**src/rtl/return_address_stack.sv**
```systemverilog
`default_nettype none
// ============================================================================
//  Module      : return_address_stack
//  Description : Hardware return-address stack for CALL/RET prediction.
//                A circular buffer of DEPTH link addresses with a top
//                pointer. A push writes pcIn+1. On overflow the oldest
//                entry is overwritten. A pop on an empty stack leaves the
//                pointers alone. Both cases raise sticky error flags.
//  Revision    : 1.0  initial release
// ----------------------------------------------------------------------------
//  Ports
//    clock          in   rising-edge clock
//    reset_n        in   asynchronous active-low reset
//    call           in   CALL executed this cycle (push link address)
//    ret            in   RET executed this cycle (pop top entry)
//    stall          in   freezes all state while high
//    flush          in   synchronous clear of pointer and count
//    pcIn           in   address of the CALL instruction
//    returnAddress  out  current top of stack, 0 when empty
//    empty          out  count == 0
//    full           out  count == DEPTH
//    overflow       out  sticky: a push happened while full
//    underflow      out  sticky: a pop happened while empty
//    count          out  number of valid entries
// ============================================================================
module return_address_stack #(
  parameter int DEPTH = 8,
  parameter int WIDTH = 16
) (
  input  logic                       clock,
  input  logic                       reset_n,
  input  logic                       call,
  input  logic                       ret,
  input  logic                       stall,
  input  logic                       flush,
  input  logic [WIDTH-1:0]           pcIn,
  output logic [WIDTH-1:0]           returnAddress,
  output logic                       empty,
  output logic                       full,
  output logic                       overflow,
  output logic                       underflow,
  output logic [$clog2(DEPTH):0]     count
);

  localparam int PTR_W = $clog2(DEPTH);
  localparam int CNT_W = PTR_W + 1;
  localparam logic [CNT_W-1:0] C_DEPTH = CNT_W'(DEPTH);

  // Reject illegal sizes at elaboration time.
  generate
    if ((DEPTH < 2) || (DEPTH > 64) || ((DEPTH & (DEPTH - 1)) != 0)) begin : g_bad_depth
      $error("return_address_stack: DEPTH must be a power of two in 2..64");
    end
  endgenerate

  // Registered state
  logic [WIDTH-1:0] r_mem [DEPTH];
  logic [PTR_W-1:0] r_tp;
  logic [CNT_W-1:0] r_count;
  logic             r_overflow;
  logic             r_underflow;

  // Derived combinational values
  logic [PTR_W-1:0] w_top_idx;
  logic [PTR_W-1:0] w_wr_idx;
  logic [WIDTH-1:0] w_link;
  logic             w_empty;
  logic             w_full;
  logic             w_wr_en;

  assign w_top_idx = r_tp - PTR_W'(1);
  assign w_link    = pcIn + WIDTH'(1);
  assign w_empty   = (r_count == '0);
  assign w_full    = (r_count == C_DEPTH);

  // call+ret on a non-empty stack replaces the top entry in place;
  // every other push writes at the free slot tp.
  assign w_wr_idx = (ret && !w_empty) ? w_top_idx : r_tp;
  assign w_wr_en  = reset_n && !stall && !flush && call;

  // Entry storage carries no reset: stale contents are never visible
  // because returnAddress is masked while the stack is empty.
  always_ff @(posedge clock) begin
    if (w_wr_en) begin
      r_mem[w_wr_idx] <= w_link;
    end
  end

  // Pointer, occupancy and sticky flags
  always_ff @(posedge clock or negedge reset_n) begin
    if (!reset_n) begin
      r_tp        <= '0;
      r_count     <= '0;
      r_overflow  <= 1'b0;
      r_underflow <= 1'b0;
    end else if (!stall) begin
      if (flush) begin
        // Sticky flags deliberately survive a flush.
        r_tp    <= '0;
        r_count <= '0;
      end else begin
        case ({call, ret})
          2'b10: begin
            // Push. When full, tp already points at the oldest entry,
            // so the write overwrites it and the count saturates.
            r_tp <= r_tp + PTR_W'(1);
            if (w_full) begin
              r_overflow <= 1'b1;
            end else begin
              r_count <= r_count + CNT_W'(1);
            end
          end
          2'b01: begin
            if (w_empty) begin
              r_underflow <= 1'b1;
            end else begin
              r_tp    <= w_top_idx;
              r_count <= r_count - CNT_W'(1);
            end
          end
          2'b11: begin
            // Replace-in-place; on an empty stack the pop half underflows
            // and the push half still lands as the single entry.
            if (w_empty) begin
              r_tp        <= r_tp + PTR_W'(1);
              r_count     <= CNT_W'(1);
              r_underflow <= 1'b1;
            end
          end
          default: begin
          end
        endcase
      end
    end
  end

  assign returnAddress = w_empty ? '0 : r_mem[w_top_idx];
  assign empty         = w_empty;
  assign full          = w_full;
  assign overflow      = r_overflow;
  assign underflow     = r_underflow;
  assign count         = r_count;

endmodule
`default_nettype wire
```
**config.mk**
```make
export PLATFORM = sky130hd
export DESIGN_NAME = return_address_stack
export DESIGN_NICKNAME = d
export VERILOG_FILES = /design/src/rtl/return_address_stack.sv
export SDC_FILE = /design/constraint.sdc
export NUM_CORES = 1
export LEC_CHECK = 0
export CAP_MARGIN = 20
export CORE_AREA = 2 2 112 114
export DETAILED_ROUTE_END_ITERATION = 12
export DIE_AREA = 0 0 114 116
export PLACE_DENSITY = 0.78
export RECOVER_POWER = 50
export SETUP_SLACK_MARGIN = 0.05
export SYNTH_ARGS = -nofsm -noshare
export SYNTH_HDL_FRONTEND = slang
export SYNTH_SLANG_ARGS = --single-unit
```
**constraint.sdc**
```tcl
create_clock -name clock -period 4.15 [get_ports clock]
set_input_delay 0.415 -clock clock [delete_from_list [all_inputs] [get_ports clock]]
set_output_delay 0.415 -clock clock [all_outputs]
set_load 0.005 [all_outputs]
```
; Yosys cells after proc, flatten, opt, wreduce, memory -nomap -nowiden
; Memory sizes are Yosys's and may differ from the RTL's.
; Index checks and enable logic that the tools add are counted.
[op_classes]
n_addsub = 5
bitwise = 2
muxes = 13
n_reduce_logical = 14
eq_ne = 7
[op_table]
columns = operator, count
row1 = adder 16 x 1 -> 16 bit (second input constant), 1
row2 = two-way mux 16 bit, 1
row3 = two-way mux 4 bit, 4
row4 = two-way mux 3 bit, 4
row5 = one-hot mux 4 bit (3 select lines), 1
row6 = AND reduction 4 bit, 3
row7 = != test 3 bit (second input constant), 3
row8 = one-hot mux 3 bit (3 select lines), 1
row9 = AND reduction 5 bit, 1
row10 = adder 4 x 1 -> 4 bit (second input constant), 1
row11 = equality test 2 bit (second input constant), 2
row12 = equality test 4 bit (second input constant), 1
row13 = logical AND 1 bit, 4
row14 = zero test 4 bit, 1
row15 = nonzero test 4 bit, 1
row16 = subtractor 4 x 1 -> 4 bit (second input constant), 1
row17 = adder 3 x 1 -> 3 bit (second input constant), 1
row18 = zero test 1 bit, 3
row19 = subtractor 3 x 1 -> 3 bit (second input constant), 1
row20 = equality test 2 x 1 -> 1 bit (second input constant), 1
row21 = two-way mux 1 bit, 2
row22 = inverter 1 bit, 2
row23 = OR reduction 2 bit, 1
[word_totals]
output_inout_bits = 24
ram_bits = 128
wordCells = 46
regBits = 9
memories = 1
inputBits = 22
[memory_table]
columns = name, depth, width, read_ports, rd_clocked_by_memory_dff, write_ports, line
row1 = r_mem, 8, 16, 1, 0, 1, 57  ; logic [WIDTH-1:0] r_mem [DEPTH];

; Logic depth before layout (Yosys ltp)
[depth]
depth_word = 6
ltp_mapped = 9
depth_no_buf = 6

; Worst setup path after synthesis
; No wires, ideal clock.
[synth_path]
kind = register -> register
from = register r_tp[0]
to = memory r_mem[0][0], enable pin
setup_time_ps = 390
synth_period_minus_slack_ps = 3243
setup_slack_ps = 907
path_buffers = 4
required_ps = 3760
arrival_time_ps = 2853
stages_incl_launch_ff = 10
cell_sequence = dfrtp_1 buf_2 buf_2 inv_1 ha_1 clkbuf_1 buf_1 nand2_1 o21ai_0 nor2b_1
[synth_between]
elab_chain_len = 2
[synth_rtl]
columns = element, line
row1 = from (decl), 58  ; logic [PTR_W-1:0] r_tp;
row2 = from (signal assigned), 106  ; r_tp <= r_tp + PTR_W'(1);
row3 = from (signal assigned), 117  ; r_tp <= w_top_idx;
row4 = from (signal assigned), 125  ; r_tp <= r_tp + PTR_W'(1);
row5 = subtractor 3 x 1 -> 3 bit, 71  ; assign w_top_idx = r_tp - PTR_W'(1);
row6 = two-way mux 3 bit (*), 78  ; assign w_wr_idx = (ret && !w_empty) ? w_top_idx : r_tp;
row7 = to (decl), 57
; Mark *: on every way between the ends. The rest lies on a longest branch, timed or not.

; Worst setup path after layout
[layout_path]
from = register r_tp[1]
to = output port returnAddress[9]
[layout_between]
elab_chain_len = 3
[layout_rtl]
columns = element, line
row1 = subtractor 3 x 1 -> 3 bit, 71
row2 = memory (8 x 16 bit), n/a
row3 = two-way mux 16 bit, 137  ; assign returnAddress = w_empty ? '0 : r_mem[w_top_idx];
row4 = to (decl), 37  ; output logic [WIDTH-1:0] returnAddress,
; Every way passes these cells.

==> results by group <==
Run status
  – Outcome: finished clean

Floorplan
  – # IOs: between 40 and 50
  – Starting Density: 49.32%
  – Die span in y: 116 um
  – Die area: approximately 13000 um2
  – Num rows: 40
  – Chip width: about 110 um
  – Core area: 11910 um2

STA
  – Setup TNS: 0 ps
  – Fin Hold WS: 405.6 ps
  – Setup Skew: between 5 and 6 ps
  – Tmin final: approximately 3600 ps
  – Worst rel slew slack: 16.51%
  – Final setup margin: 588.4 ps
  – Count of final setup violators: 0
  – Fmax: about 0.28 GHz
  – Slew @ Worst Pin: roughly 1300 ps
  – RSZ-0062 raised after global routing: false
  – Final Max Tran Viols: 0
  – Endpoints failing hold: 0
  – Fin crit share: between 80% and 90%

Synthesis
  – Count of cell types in the netlist: 43
  – Top cell type by total area after synthesis: edfxtp_1
  – Top cells by count, synth: 128 x edfxtp_1, 41 x nand2_1, 32 x mux4_2, 19 x a21oi_1, 14 x nor2_1
  – Synth Net Count: 378
  – Most common cell in the netlist: edfxtp_1
  – Post-Synth XOR/XNOR Area: 3.408%
  – Post-synth top area share: around 65%
  – Primary FF master, synth: edfxtp_1
  – Largest family of logic cells by synthesized area: multiplexers
  – Mapped Cells: approximately 350
  – Synth Register Bits: around 140
  – Post-synth EDFFs: 128
  – Adder-cell share of the synthesized area: 1.065%
  – Synthesized-area fraction occupied by and/or/nand/nor cells: under 10%
  – Largest cells by area after synthesis: edfxtp_1 65%, mux4_2 12%, dfrtp_1 3.8%, nand2_1 2.6%, xnor2_1 1.9%
  – Synth warn: 0
  – Post-synthesis sequential area ratio: between 60% and 70%
  – Avg Synthesized Cell Area: 16.74 um2
  – Mux contribution to synthesized area: 12.80%
  – Async set-reset flop share out of synthesis: 6.569%
  – Post-synthesis cell area: 5874 um2
  – Compound-gate portion of the synthesized area: 4.750%

GRT
  – Number of global-route vias before repair: 3337
  – Grt ovf: 0
  – Met1 Resource Use GR: 25.23%
  – Largest net degree at the start of global routing: 38
  – Antenna violations before repair: 0
  – GRT met2 Usage: 32.42%
  – GR Util met3: around 4.3%
  – Gr usage total: 19.46%
  – First-pass GRT wire length: between 15000 and 20000 um
  – GR peak layer: met2

Clock tree
  – CTS max path bufs: 2
  – Clk slew on worst S/H paths: roughly 60 ps
  – Post-CTS Resized: 0
  – Clock Latency Late Sink: approximately 400 ps
  – Clock sinks: 137
  – CTS Buf Count: 17
  – CTS Hold Bufs: 0
  – H-Tree Depth: 4
  – # Post-CTS Setup Buffers: 0
  – Root buffer cell: clkbuf_16
  – CTS tree: yes

Pwr
  – Worst vdd ir: just over 0.3 mV
  – Logic pwr share: approximately two fifths
  – Part of the power in the clock network: 29.4%
  – Power per cell area: 729.0 nW/um2
  – Seq pwr share: 31.9%
  – Static leakage: 2.390 nW
  – Internal Power: 3.600 mW
  – NetSw: roughly 1.6 mW
  – Switching share of total power: 30.85%

Place
  – Dpl ws: about 1000 ps
  – Input/output buffers: 45
  – HPWL after DPL: 7299 um
  – Placed cell count: 541
  – Placer Congestion: 0.7786

Setup path
  – Critical R2R Launch: r_tp[1]
  – Arrival @ worst endpoint: 3150 ps
  – Worst setup EP type: primary output
  – CP max FO: 11
  – Critical Path Start: r_tp[1]
  – Cell count of the worst reg-to-reg path: 8
  – Reg-to-reg setup timing slack: 1130 ps
  – Worst Path Required: around 3700 ps
  – Setup crit start kind: flop
  – Crit path capture: returnAddress[9]
  – CP Class: flop to primary output
  – R2r endpoint: r_mem[0][9]

Finish
  – Proportion of layout cells with a drive suffix above 1: roughly a fifth
  – Diodes inserted: 0
  – Layout net count: 440
  – Non-Filler Instances: 573
  – Finished Core Util: 59.95%
  – Synth-to-layout area growth: 21.55%

Route
  – DR iter-0 viols: 275
  – DRT Pass-1 Iters: 4
  – Wire length per cell: roughly 21 um
  – Drc violations: 0
  – Post-route ant nets: 0
  – Via-to-Cell Ratio: 5.747
  – Total wire length: approximately 12000 um
  – Via Count: about 3300

Run
  – Max-cap violation count: 0

Worst hold path
  – Hold crit path type: input port to asynchronous set/reset pin
[routing by layer]
layer | vias to the layer above | share of wire (%)
met5 | - | 0
met1 | 1693 | 42
met4 | 0 | 1.1
met2 | 94 | 51
met3 | 13 | 5.6
li1 | 1493 | -
[power groups by stage]
stage                     registers [mW]  logic, mW  clock network [mW]
final                               1.66       2.02                1.53
after global routing                1.67       2.19                1.60
after CTS                           1.66       2.07                1.55
after detailed placement            1.69       2.05                   0
after global placement              1.68       2.03                   0
after floorplan                     1.66       1.20                   0
[metrics by stage]
stage | power, mW | instance area (um2)
after floorplan | 2.858 | 5874
after global placement | 3.717 | 6554
after detailed placement | 3.737 | 6554
after CTS | 5.281 | 7163
after global routing | 5.468 | 7141
final | 5.206 | 7141
[critical path: stages (launching register included)]
cell and delay, ps:
dfrtp_1 420, inv_1 100, ha_1 230, xnor2_1 820
buf_4 340, nand2_1 70, a21oi_1 190, clkdlybuf4s50_1 550
[sequential cells by signal (all words and copies together), names as in the netlist]
signal and count:
r_tp 3, underflow 1, count 4, r_mem 128, overflow 1
[kinds of logic after synthesis]
logic type,Yosys count
muxes,35
DFF,137
xor gates and xnor gates,22
adders and majority gates,5
AOI/OAI and AO/OA,41
buffers and inverters,26
and+or+nand+nor,85
[area by class of cell]
class                           instances  area [um2]
Multi-Input combinational cell        188        1684
Tap cell                              147       183.9
Clock buffer                           18       429.2
Timing Repair Buffer                   61       563.0
Inverter                                8       30.03
Clock inverter                         14       180.2
Sequential cell                       137        4070
Fill cell                             882        4771
[cells in the final DEF (no fill, tap or decap), types with 3 or more instances in the layout]
cell	instances
mux4_2	32
nand2b_1	3
a31oi_1	6
bufinv_16	4
dfrtp_1	8
clkinv_1	3
inv_1	8
nand2_1	41
xor2_1	9
clkinvlp_4	4
clkbuf_16	17
a21oi_1	19
ha_1	5
edfxtp_1	128
dlygate4sd3_1	10
xnor2_1	13
clkbuf_1	3
clkdlybuf4s50_1	35
nand3_1	7
nor3_1	4
buf_4	14
nor2_1	14
o21ai_0	3
nor2b_1	3
[worst min path at each step]
stage                         from  endpoint  slack (ps)  depth (start not counted)
after global placement    overflow  overflow         470                          1
after CTS                  reset_n  count[1]         330                          1
after global routing       reset_n  count[1]         430                          1
after floorplan            reset_n  count[0]         120                          0
after detailed placement  overflow  overflow         480                          1
final                      reset_n   r_tp[2]         410                          1
Note: power is estimated with default switching activity, not from simulation.
